### src/rtl/le_buff_ctrl.sv
// le_buff_ctrl: sequences one Link Element ring buffer through charge, hold, release and drain.
// Latency: 1 cycle from a request to the control change. No backpressure; it follows I_Num, I_Empty and I_Nack.
// Build option: define LE_BUFF_CTRL_TIMEOUT_EN to add the HOLD watchdog. Without it, HOLD waits indefinitely.
module le_buff_ctrl #(
    parameter int DEPTH_FIFO = 16,
    parameter int WIDTH_NUM  = $clog2(DEPTH_FIFO),
    parameter int CHG_LEVEL  = 8,
    parameter int TIMEOUT    = 255,
    parameter int WIDTH_TO   = 8
) (
    input  logic                 clock,
    input  logic                 reset,
    input  logic                 I_Charge,
    input  logic                 I_Release,
    input  logic                 I_Valid,
    input  logic                 I_Nack,
    input  logic                 I_SendID,
    input  logic [WIDTH_NUM:0]   I_Num,
    input  logic                 I_Empty,
    input  logic                 I_Full,
    output logic                 O_We,
    output logic                 O_Re,
    output logic                 O_Chg_Buff,
    output logic                 O_Rls_Buff,
    output logic                 O_SendID,
    output logic                 O_Busy,
    output logic [2:0]           O_State,
    output logic [WIDTH_NUM:0]   O_ChgCnt,
    output logic                 O_Timeout
);

    typedef enum logic [2:0] {
        ST_IDLE    = 3'd0,
        ST_CHARGE  = 3'd1,
        ST_HOLD    = 3'd2,
        ST_RELEASE = 3'd3,
        ST_DRAIN   = 3'd4
    } state_t;

    localparam logic [WIDTH_NUM:0] CHG_LVL = (WIDTH_NUM+1)'(CHG_LEVEL);
    localparam logic [WIDTH_NUM:0] CNT_MAX = (WIDTH_NUM+1)'(DEPTH_FIFO);

    state_t             state, state_nxt;
    logic [WIDTH_NUM:0] chg_cnt;
    logic               sid_pend;
    logic               nack_low;
    logic               to_hit;

`ifdef LE_BUFF_CTRL_TIMEOUT_EN
    localparam logic [WIDTH_TO-1:0] TO_LIM = WIDTH_TO'(TIMEOUT);
    logic [WIDTH_TO-1:0] wd_cnt;

    always_ff @(posedge clock or posedge reset) begin
        if (reset)
            wd_cnt <= '0;
        else if (state != ST_HOLD)
            wd_cnt <= '0;
        else
            wd_cnt <= wd_cnt + WIDTH_TO'(1);
    end

    assign to_hit = (state == ST_HOLD) && (wd_cnt == TO_LIM);
`else
    logic unused_to_cfg;
    assign unused_to_cfg = (TIMEOUT == WIDTH_TO);
    assign to_hit        = 1'b0;
`endif

    always_ff @(posedge clock or posedge reset) begin
        if (reset)
            state <= ST_IDLE;
        else
            state <= state_nxt;
    end

    always_comb begin
        state_nxt  = state;
        O_We       = 1'b1;
        O_Re       = 1'b1;
        O_Chg_Buff = 1'b0;
        O_Rls_Buff = 1'b0;
        case (state)
            ST_IDLE: begin
                if (I_Charge)
                    state_nxt = ST_CHARGE;
            end
            ST_CHARGE: begin
                O_Re       = 1'b0;
                O_Chg_Buff = 1'b1;
                if (I_Release)
                    state_nxt = ST_RELEASE;
                else if ((I_Num >= CHG_LVL) || I_Full)
                    state_nxt = ST_HOLD;
            end
            ST_HOLD: begin
                O_We       = 1'b0;
                O_Re       = 1'b0;
                O_Chg_Buff = 1'b1;
                if (I_Release || to_hit)
                    state_nxt = ST_RELEASE;
            end
            ST_RELEASE: begin
                O_Chg_Buff = 1'b1;
                O_Rls_Buff = 1'b1;
                if (I_Empty && !I_Valid)
                    state_nxt = ST_DRAIN;
            end
            ST_DRAIN: begin
                // Two consecutive Nack-low cycles flush the buffer's Nack history.
                if (!I_Nack && nack_low)
                    state_nxt = ST_IDLE;
            end
            default: state_nxt = ST_IDLE;
        endcase
    end

    always_ff @(posedge clock or posedge reset) begin
        if (reset) begin
            chg_cnt  <= '0;
            sid_pend <= 1'b0;
            nack_low <= 1'b0;
        end else begin
            if (state == ST_IDLE && state_nxt == ST_CHARGE)
                chg_cnt <= '0;
            else if (state == ST_CHARGE && I_Valid && chg_cnt != CNT_MAX)
                chg_cnt <= chg_cnt + (WIDTH_NUM+1)'(1);

            if (state == ST_IDLE)
                sid_pend <= 1'b0;
            else if (I_SendID)
                sid_pend <= 1'b1;

            nack_low <= (state == ST_DRAIN) && !I_Nack;
        end
    end

    assign O_SendID  = (state == ST_IDLE) ? (I_SendID | sid_pend) : 1'b0;
    assign O_Busy    = (state != ST_IDLE);
    assign O_State   = state;
    assign O_ChgCnt  = chg_cnt;
    assign O_Timeout = to_hit;

endmodule

### config.mk
export PLATFORM = sky130hd
export DESIGN_NAME = le_buff_ctrl
export DESIGN_NICKNAME = d
export VERILOG_FILES = /design/src/rtl/le_buff_ctrl.sv
export SDC_FILE = /design/constraint.sdc
export NUM_CORES = 1
export LEC_CHECK = 0
export BUFFER_PORTS_ARGS = -buffer_cell sky130_fd_sc_hd__buf_2
export CORE_AREA = 2 2 39 41
export CTS_BUF_LIST = sky130_fd_sc_hd__clkbuf_2
export CTS_CLUSTER_DIAMETER = 80
export CTS_CLUSTER_SIZE = 24
export DETAILED_ROUTE_END_ITERATION = 10
export DIE_AREA = 0 0 41 43
export GPL_ROUTABILITY_DRIVEN = 0
export PLACE_DENSITY = 0.8
export SLEW_MARGIN = 20
export SYNTH_ARGS = -nofsm -noshare
export SYNTH_HDL_FRONTEND = slang
export SYNTH_SLANG_ARGS = --single-unit
### constraint.sdc
create_clock -name clock -period 2.1 [get_ports clock]
set_input_delay 0.105 -clock clock [delete_from_list [all_inputs] [get_ports clock]]
set_output_delay 0.105 -clock clock [all_outputs]
set_load 0.005 [all_outputs]
==> flow_summary.toml, run 1 <==
[routing]
avgRoutedWirePerCell_um = 11.06
via_per_inst = 5.028
antenna_left = 0
drc = 0
via_count = 548
drt_iter0_drc = 7
drtPass1Iterations = 3
totalWireLength_mm = 1.205

[synthesis]
yosys_register_bits = 10
synth_top_cells_by_count = "10 x dfrtp_1, 7 x nor2_1, 6 x inv_1"
synth_fa_ha_area_frac = 0.04049
synth_compound_area_frac = 0.1053
synth_fp_nets = 84
yosys.area.top_type = "dfrtp_1"
synth_top_family_by_area = "simple AND/OR/NAND/NOR gates"
synth_top_area_share = 0.4049
ys_seq_area_frac = 0.4049
synth_most_common_cell = "dfrtp_1"
synth-async-reset-ratio = 1.000
synth_area_leaders = "dfrtp_1 40%, mux2i_1 4.9%, nor2_1 4.3%, ha_1 4.0%, inv_1 3.6%"
synthXorXnorAreaFrac = 0.01417
yosys_warnings = 0
synth_edf_count = 0
avgSynthCellArea_um2 = 9.090
synth-simple-area-share = 0.3036
synthCells = 68
muxShareOfSynthArea = 0.04858
ys_types = 29
netlist_area_um2 = 618.1
synth_top_flop_cell = "dfrtp_1"

[hold_path]
hold_start = "I_Nack"
min_path_type = "in2reg"
worstHoldPathCells = 2
holdPathEnd = "nack_low"

[cells_and_area]
area_growth_pct = 23.28
diodes = 0
drive_above_1_share = 0.3226
num-fill-cells = 148
finalNetCount = 110

[place]
dp_slack_ns = 0.7259
port_buffers = 24
dp_hpwl_um = 948.5

[worst_setup_path]
r2r_start = "O_ChgCnt[0]"
cp_slowest_stage_delay_ns = 0.54
path_cells = "nor3_1 -> inv_1 -> nor2_1 -> buf_2"
r2r-end = "O_ChgCnt[1]"
cp-end-kind = "primary output"
worstPathMaxFanout = 14
start_kind = "flip-flop"
crit_buf_inv = 2
ff2ff_path_depth = 5
crit_required_ns = 2.00
critPathKind = "reg2out"
cp_top_family = "flip-flops"
cpMaxStageDelayCell = "dfrtp_1"
worstPathArrival_ns = 1.38
crit_path_start = "O_State[0]"
rrSetupSlack_ns = 0.70

[pwr]
switching_power_mw = 0.3450
switching_share = 0.4115
power_frac_comb = 0.458
internal_power_mw = 0.4934
clockPowerShare = 0.121
powerDensity_mw_per_mm2 = 1100
irDropWorstVdd_mv = 0.7149
leakagePower_nw = 0.3993
pwr-share-seq = 0.420

[timing]
setup_ws_ns = 0.6163
slew_viol_final = 0
skew_ns = 0.002747
fin_setup_tns_ns = 0
holdWs_ns = 0.02004
max_freq_mhz = 674.0
hold_viol = 0
period_minus_slack_ns = 1.484
setup_viol = 0
fin_crit_sh = 0.7065
grt_setup_unrepaired = "no"

[floorplan]
row_count = 14
die_w_um = 41
die_h_um = 43
start_util = 0.4467
io_pins = 29
core_area_mm2 = 0.001384
die-area_mm2 = 0.001763

[grt]
grt.met2_usage = 0.2625
busiest_layer = "met2"
grt_max_degree = 15
grtUsageMet3 = 0.03141
grt_overflow_total = 0
grtUsageTotal = 0.1578
grt.met1_usage = 0.1785
grt_pass1_vias = 467
antenna_found_initial = 0
grt_pass1_wl_mm = 1.863

[clock_tree]
cts_inserted_buffers = 3
clkSinkCount = 10
cts_root_buf = "clkbuf_2"
htreeDepth = 1
cts_resized = 0
cts_tree = "built"
clk_pin_slew_ns = 0.09
clk_path_buf_depth = 2
clock_latency_ns = 0.24

[run]
drv_cap = 0

[status]
status = "complete, no violations"
## worst reg2reg max path, cell delays in order, from the launching register on
cell and delay [ns]:
dfrtp_1 0.44, inv_1 0.09, ha_1 0.17, nor4bb_1 0.36, o21ai_0 0.12, a21oi_1 0.15
## worst max path at each step
stage                  endpoint  slack [ns]  cells after the start
floorplan           O_ChgCnt[2]        0.77                      4
global placement    O_ChgCnt[1]        0.76                      5
detailed placement  O_ChgCnt[1]        0.73                      5
CTS                    O_SendID        0.58                      4
global route           O_SendID        0.49                      4
finish                 O_SendID        0.62                      4
## power by group through the flow
stage | clock [mW] | sequential (mW) | combinational [mW]
after floorplan | 0 | 0.292 | 0.306
after global placement | 0 | 0.346 | 0.375
after detailed placement | 0 | 0.353 | 0.388
after CTS | 0.108 | 0.349 | 0.392
after global routing | 0.119 | 0.365 | 0.431
final | 0.102 | 0.352 | 0.384
## cell type report
cell class	count	area (um^2)	share of cell area
Sequential cell	10	250.2	0.3284
Timing Repair Buffer	25	130.1	0.1708
Tap cell	16	20.02	0.02627
Multi-Input combinational cell	48	320.3	0.4204
Clock buffer	3	15.01	0.01970
Clock inverter	1	3.754	0.004926
Inverter	6	22.52	0.02956
## stage by stage
step / instances / instance area [um^2] / total power, mW / util
6_report: 109 / 762.0 / 0.8384 / 0.5506
5_1_grt: 109 / 762.0 / 0.9145 / 0.5506
4_1_cts: 109 / 762.0 / 0.8499 / 0.5506
3_5_place_dp: 104 / 733.2 / 0.7408 / 0.5298
3_3_place_gp: 104 / 733.2 / 0.7214 / 0.5298
2_1_floorplan: 68 / 618.1 / 0.5977 / -
## repair_timing
action / in CTS / in global routing
hold endpoints to repair: 10 / 0
buffers inserted: 0 / 0
hold buffers: 1 / 0
## routing by layer
metal / share of wire / vias up / wire (um)
met1: 0.45 / 246 / 538
met3: 0.059 / 0 / 71
met4: 0 / 0 / 0
met5: 0 / - / 0
li1: - / 285 / -
met2: 0.49 / 17 / 595
## flip-flops by register name, summed over array words and instances, names as in the netlist
signal    flops
O_ChgCnt      5
O_State       3
nack_low      1
sid_pend      1
## kinds of logic after synthesis
| logic type | count (synthesis) |
|---|---|
| buf+inv | 10 |
| xor+xnor | 1 |
| simple gates | 31 |
| fa+ha+maj | 2 |
| mux | 3 |
| flops | 10 |
| compound gates | 10 |
| other cells | 1 |
## cell usage in the layout (no fill, tap or decap), types with 2 or more instances in the layout
cell type   n
and2_1      2
clkbuf_2    3
o21ai_0     3
a21oi_1     2
dfrtp_1    10
nor2_1      7
nand4_1     2
nor2b_1     2
inv_1       6
mux2i_1     3
buf_2      24
nand2_1     5
nand3_1     3
nand4bb_1   2
nand2b_1    2
ha_1        2
(Power assumes the default switching activity.)
==> run 2, diff against run 1 <==
--- a/config.mk
+++ b/config.mk
@@ -5,13 +5,14 @@
 export SDC_FILE = /design/constraint.sdc
 export NUM_CORES = 1
 export LEC_CHECK = 0
+export ABC_AREA = 1
 export BUFFER_PORTS_ARGS = -buffer_cell sky130_fd_sc_hd__buf_2
-export CORE_AREA = 2 2 39 41
+export CORE_MARGIN = 1.5
+export CORE_UTILIZATION = 47
 export CTS_BUF_LIST = sky130_fd_sc_hd__clkbuf_2
 export CTS_CLUSTER_DIAMETER = 80
 export CTS_CLUSTER_SIZE = 24
 export DETAILED_ROUTE_END_ITERATION = 10
-export DIE_AREA = 0 0 41 43
 export GPL_ROUTABILITY_DRIVEN = 0
 export PLACE_DENSITY = 0.8
 export SLEW_MARGIN = 20
==> constraint.sdc (replaced) <==
create_clock -name clock -period 1.5 [get_ports clock]
set_input_delay 0.075 -clock clock [delete_from_list [all_inputs] [get_ports clock]]
set_output_delay 0.075 -clock clock [all_outputs]
set_load 0.005 [all_outputs]
==> flow_summary.toml, run 2 <==
[status]
status = "complete, no violations"

[cells_and_area]
num-fill-cells = 123
largest_register_ffs = 5
area_growth_pct = 25.57
finalNonFillerCells = 136
final_common_cell = "buf_2"
finalNetCount = 138
diodes = 0
drive_above_1_share = 0.3140
post-route-util = 0.6327
layout_common_cells = "24 x buf_2, 21 x nand2_1, 13 x inv_1, 13 x nand3_1, 12 x nor2_1"

[synthesis]
yosys.area.top_type = "dfrtp_1"
yosys_warnings = 0
synth_top_area_share = 0.3817
synth-async-reset-ratio = 1.000
synth_edf_count = 0
synth_most_common_cell = "nand2_1"
yosys_register_bits = 10
ys_seq_area_frac = 0.3817
synth_area_leaders = "dfrtp_1 38%, nand2_1 12%, nand3_1 9.9%, inv_1 7.4%, nor2_1 6.9%"
synth_fp_nets = 108
synth_top_flop_cell = "dfrtp_1"
ys_types = 19
avgSynthCellArea_um2 = 7.126
synthCells = 92
netlist_area_um2 = 655.6
synth_top_cells_by_count = "21 x nand2_1, 13 x inv_1, 13 x nand3_1"

[floorplan]
core_area_mm2 = 0.001301
die_w_um = 40.35
die_h_um = 40.35
die-area_mm2 = 0.001628
io_pins = 29
row_count = 13
start_util = 0.5038

[timing]
fin_crit_sh = 0.9453
grt_setup_unrepaired = "no"
skew_ns = 0.01146
period_minus_slack_ns = 1.418
setup_viol = 0
holdWs_ns = 0.04604
max_freq_mhz = 705.2
hold_viol = 0
slew_viol_final = 0
fin_setup_tns_ns = 0

[grt]
grtUsageTotal = 0.2299
grt_pass1_wl_mm = 2.401
antenna_found_initial = 0
grt_pass1_vias = 581
grt_max_degree = 12
grt_overflow_total = 0

[clock_tree]
cts_root_buf = "clkbuf_2"
cts_inserted_buffers = 3
clock_latency_ns = 0.26
htreeDepth = 1
clkSinkCount = 10
cts_tree = "built"
clk_path_buf_depth = 2
clk_pin_slew_ns = 0.11

[worst_setup_path]
crit_required_ns = 1.42
path_cells = "nor2_2 -> buf_4 -> nand2_1 -> nor2_1 -> buf_2"
start_kind = "flip-flop"
cp-end-kind = "primary output"
worstPathMaxFanout = 5
cpMaxStageDelayCell = "dfrtp_2"
critPathKind = "reg2out"
r2r_start = "O_ChgCnt[0]"
crit_path_start = "O_State[1]"
worstPathArrival_ns = 1.34
cp_slowest_stage_delay_ns = 0.45

[hold_path]
hold_start = "I_Release"
min_path_type = "in2reg"

[routing]
antenna_left = 0
via_per_inst = 4.897
via_count = 666
drtPass1Iterations = 4
totalWireLength_mm = 1.493
drt_iter0_drc = 9
drc = 0
avgRoutedWirePerCell_um = 10.98

[pwr]
switching_share = 0.4437
switching_power_mw = 0.5513
leakagePower_nw = 0.4926
power_frac_comb = 0.510
irDropWorstVdd_mv = 0.8876
pwr-share-seq = 0.365
internal_power_mw = 0.6911
clockPowerShare = 0.125
powerDensity_mw_per_mm2 = 1509
power_mw = 1.242

[place]
port_buffers = 24
dp_hpwl_mm = 1.122
dp_cells = 129

[run]
drv_cap = 0
-- run 2: what timing repair did --
action	CTS	global route
setup endpoints to repair	0	1
buffers inserted	0	1
hold endpoints to repair	11	0
hold buffers	2	0
gates resized for setup	0	1
-- run 2: final timing paths --
check                         endpoint  slack (ns)  depth (start not counted)
max                           O_SendID        0.08                          5
min                         O_State[0]        0.05                          3
max reg2reg                O_ChgCnt[2]        0.13                          8
min reg2reg                   sid_pend        0.54                          2
max in group asynchronous   O_State[1]        0.86                          3
min in group asynchronous  O_ChgCnt[2]        0.33                          3
-- run 2: metrics by stage --
step | cell area, um^2 | setup slack (ns)
2_1_floorplan | 655.6 | 0.2888
3_3_place_gp | 775.7 | 0.2131
3_5_place_dp | 775.7 | 0.1413
4_1_cts | 814.5 | 0.09038
5_1_grt | 823.3 | 0.002028
6_report | 823.3 | 0.08205
-- run 2: critical path, delay by kind of cell, from the launching register on --
family	cells	cell delay [ns]
buf+inv	2	0.28
simple gates	3	0.34
flops	1	0.45
-- run 2: cell families (layout without fill, tap and decap cells) --
logic type      count (synthesis)  after routing  share of synthesized area
compound gates                  4              4                    0.03052
xor+xnor                        1              1                    0.01336
fa+ha+maj                       2              2                    0.03816
buf+inv                        18             47                     0.1260
flops                          10             10                     0.3817
other cells                     1              1                   0.005720
simple gates                   56             56                     0.4046
-- run 2: cell type report --
cell class	instances	area (um^2)	area share
sequential	10	251.5	0.3055
clock inverter	1	3.754	0.004559
multi-input combinational	64	322.8	0.3921
timing repair buffer	28	155.1	0.1884
inverter	15	56.30	0.06839
tap	15	18.77	0.02280
clock buffer	3	15.01	0.01824
-- run 2: power groups by stage --
| stage | Combinational, mW | Clock, mW | Sequential (mW) |
|---|---|---|---|
| after floorplan | 0.385 | 0 | 0.441 |
| after global placement | 0.582 | 0 | 0.451 |
| after detailed placement | 0.605 | 0 | 0.457 |
| after CTS | 0.613 | 0.161 | 0.452 |
| after global routing | 0.728 | 0.183 | 0.472 |
| final | 0.633 | 0.156 | 0.454 |
-- run 2: metal layers --
layer  share of wire  GRT usage  vias up
li1                -          -      343
met4           0.016     0.1083        0
met1            0.43     0.2687      303
met5               0          0        -
met2            0.53     0.3810       16
met3           0.033    0.06667        4
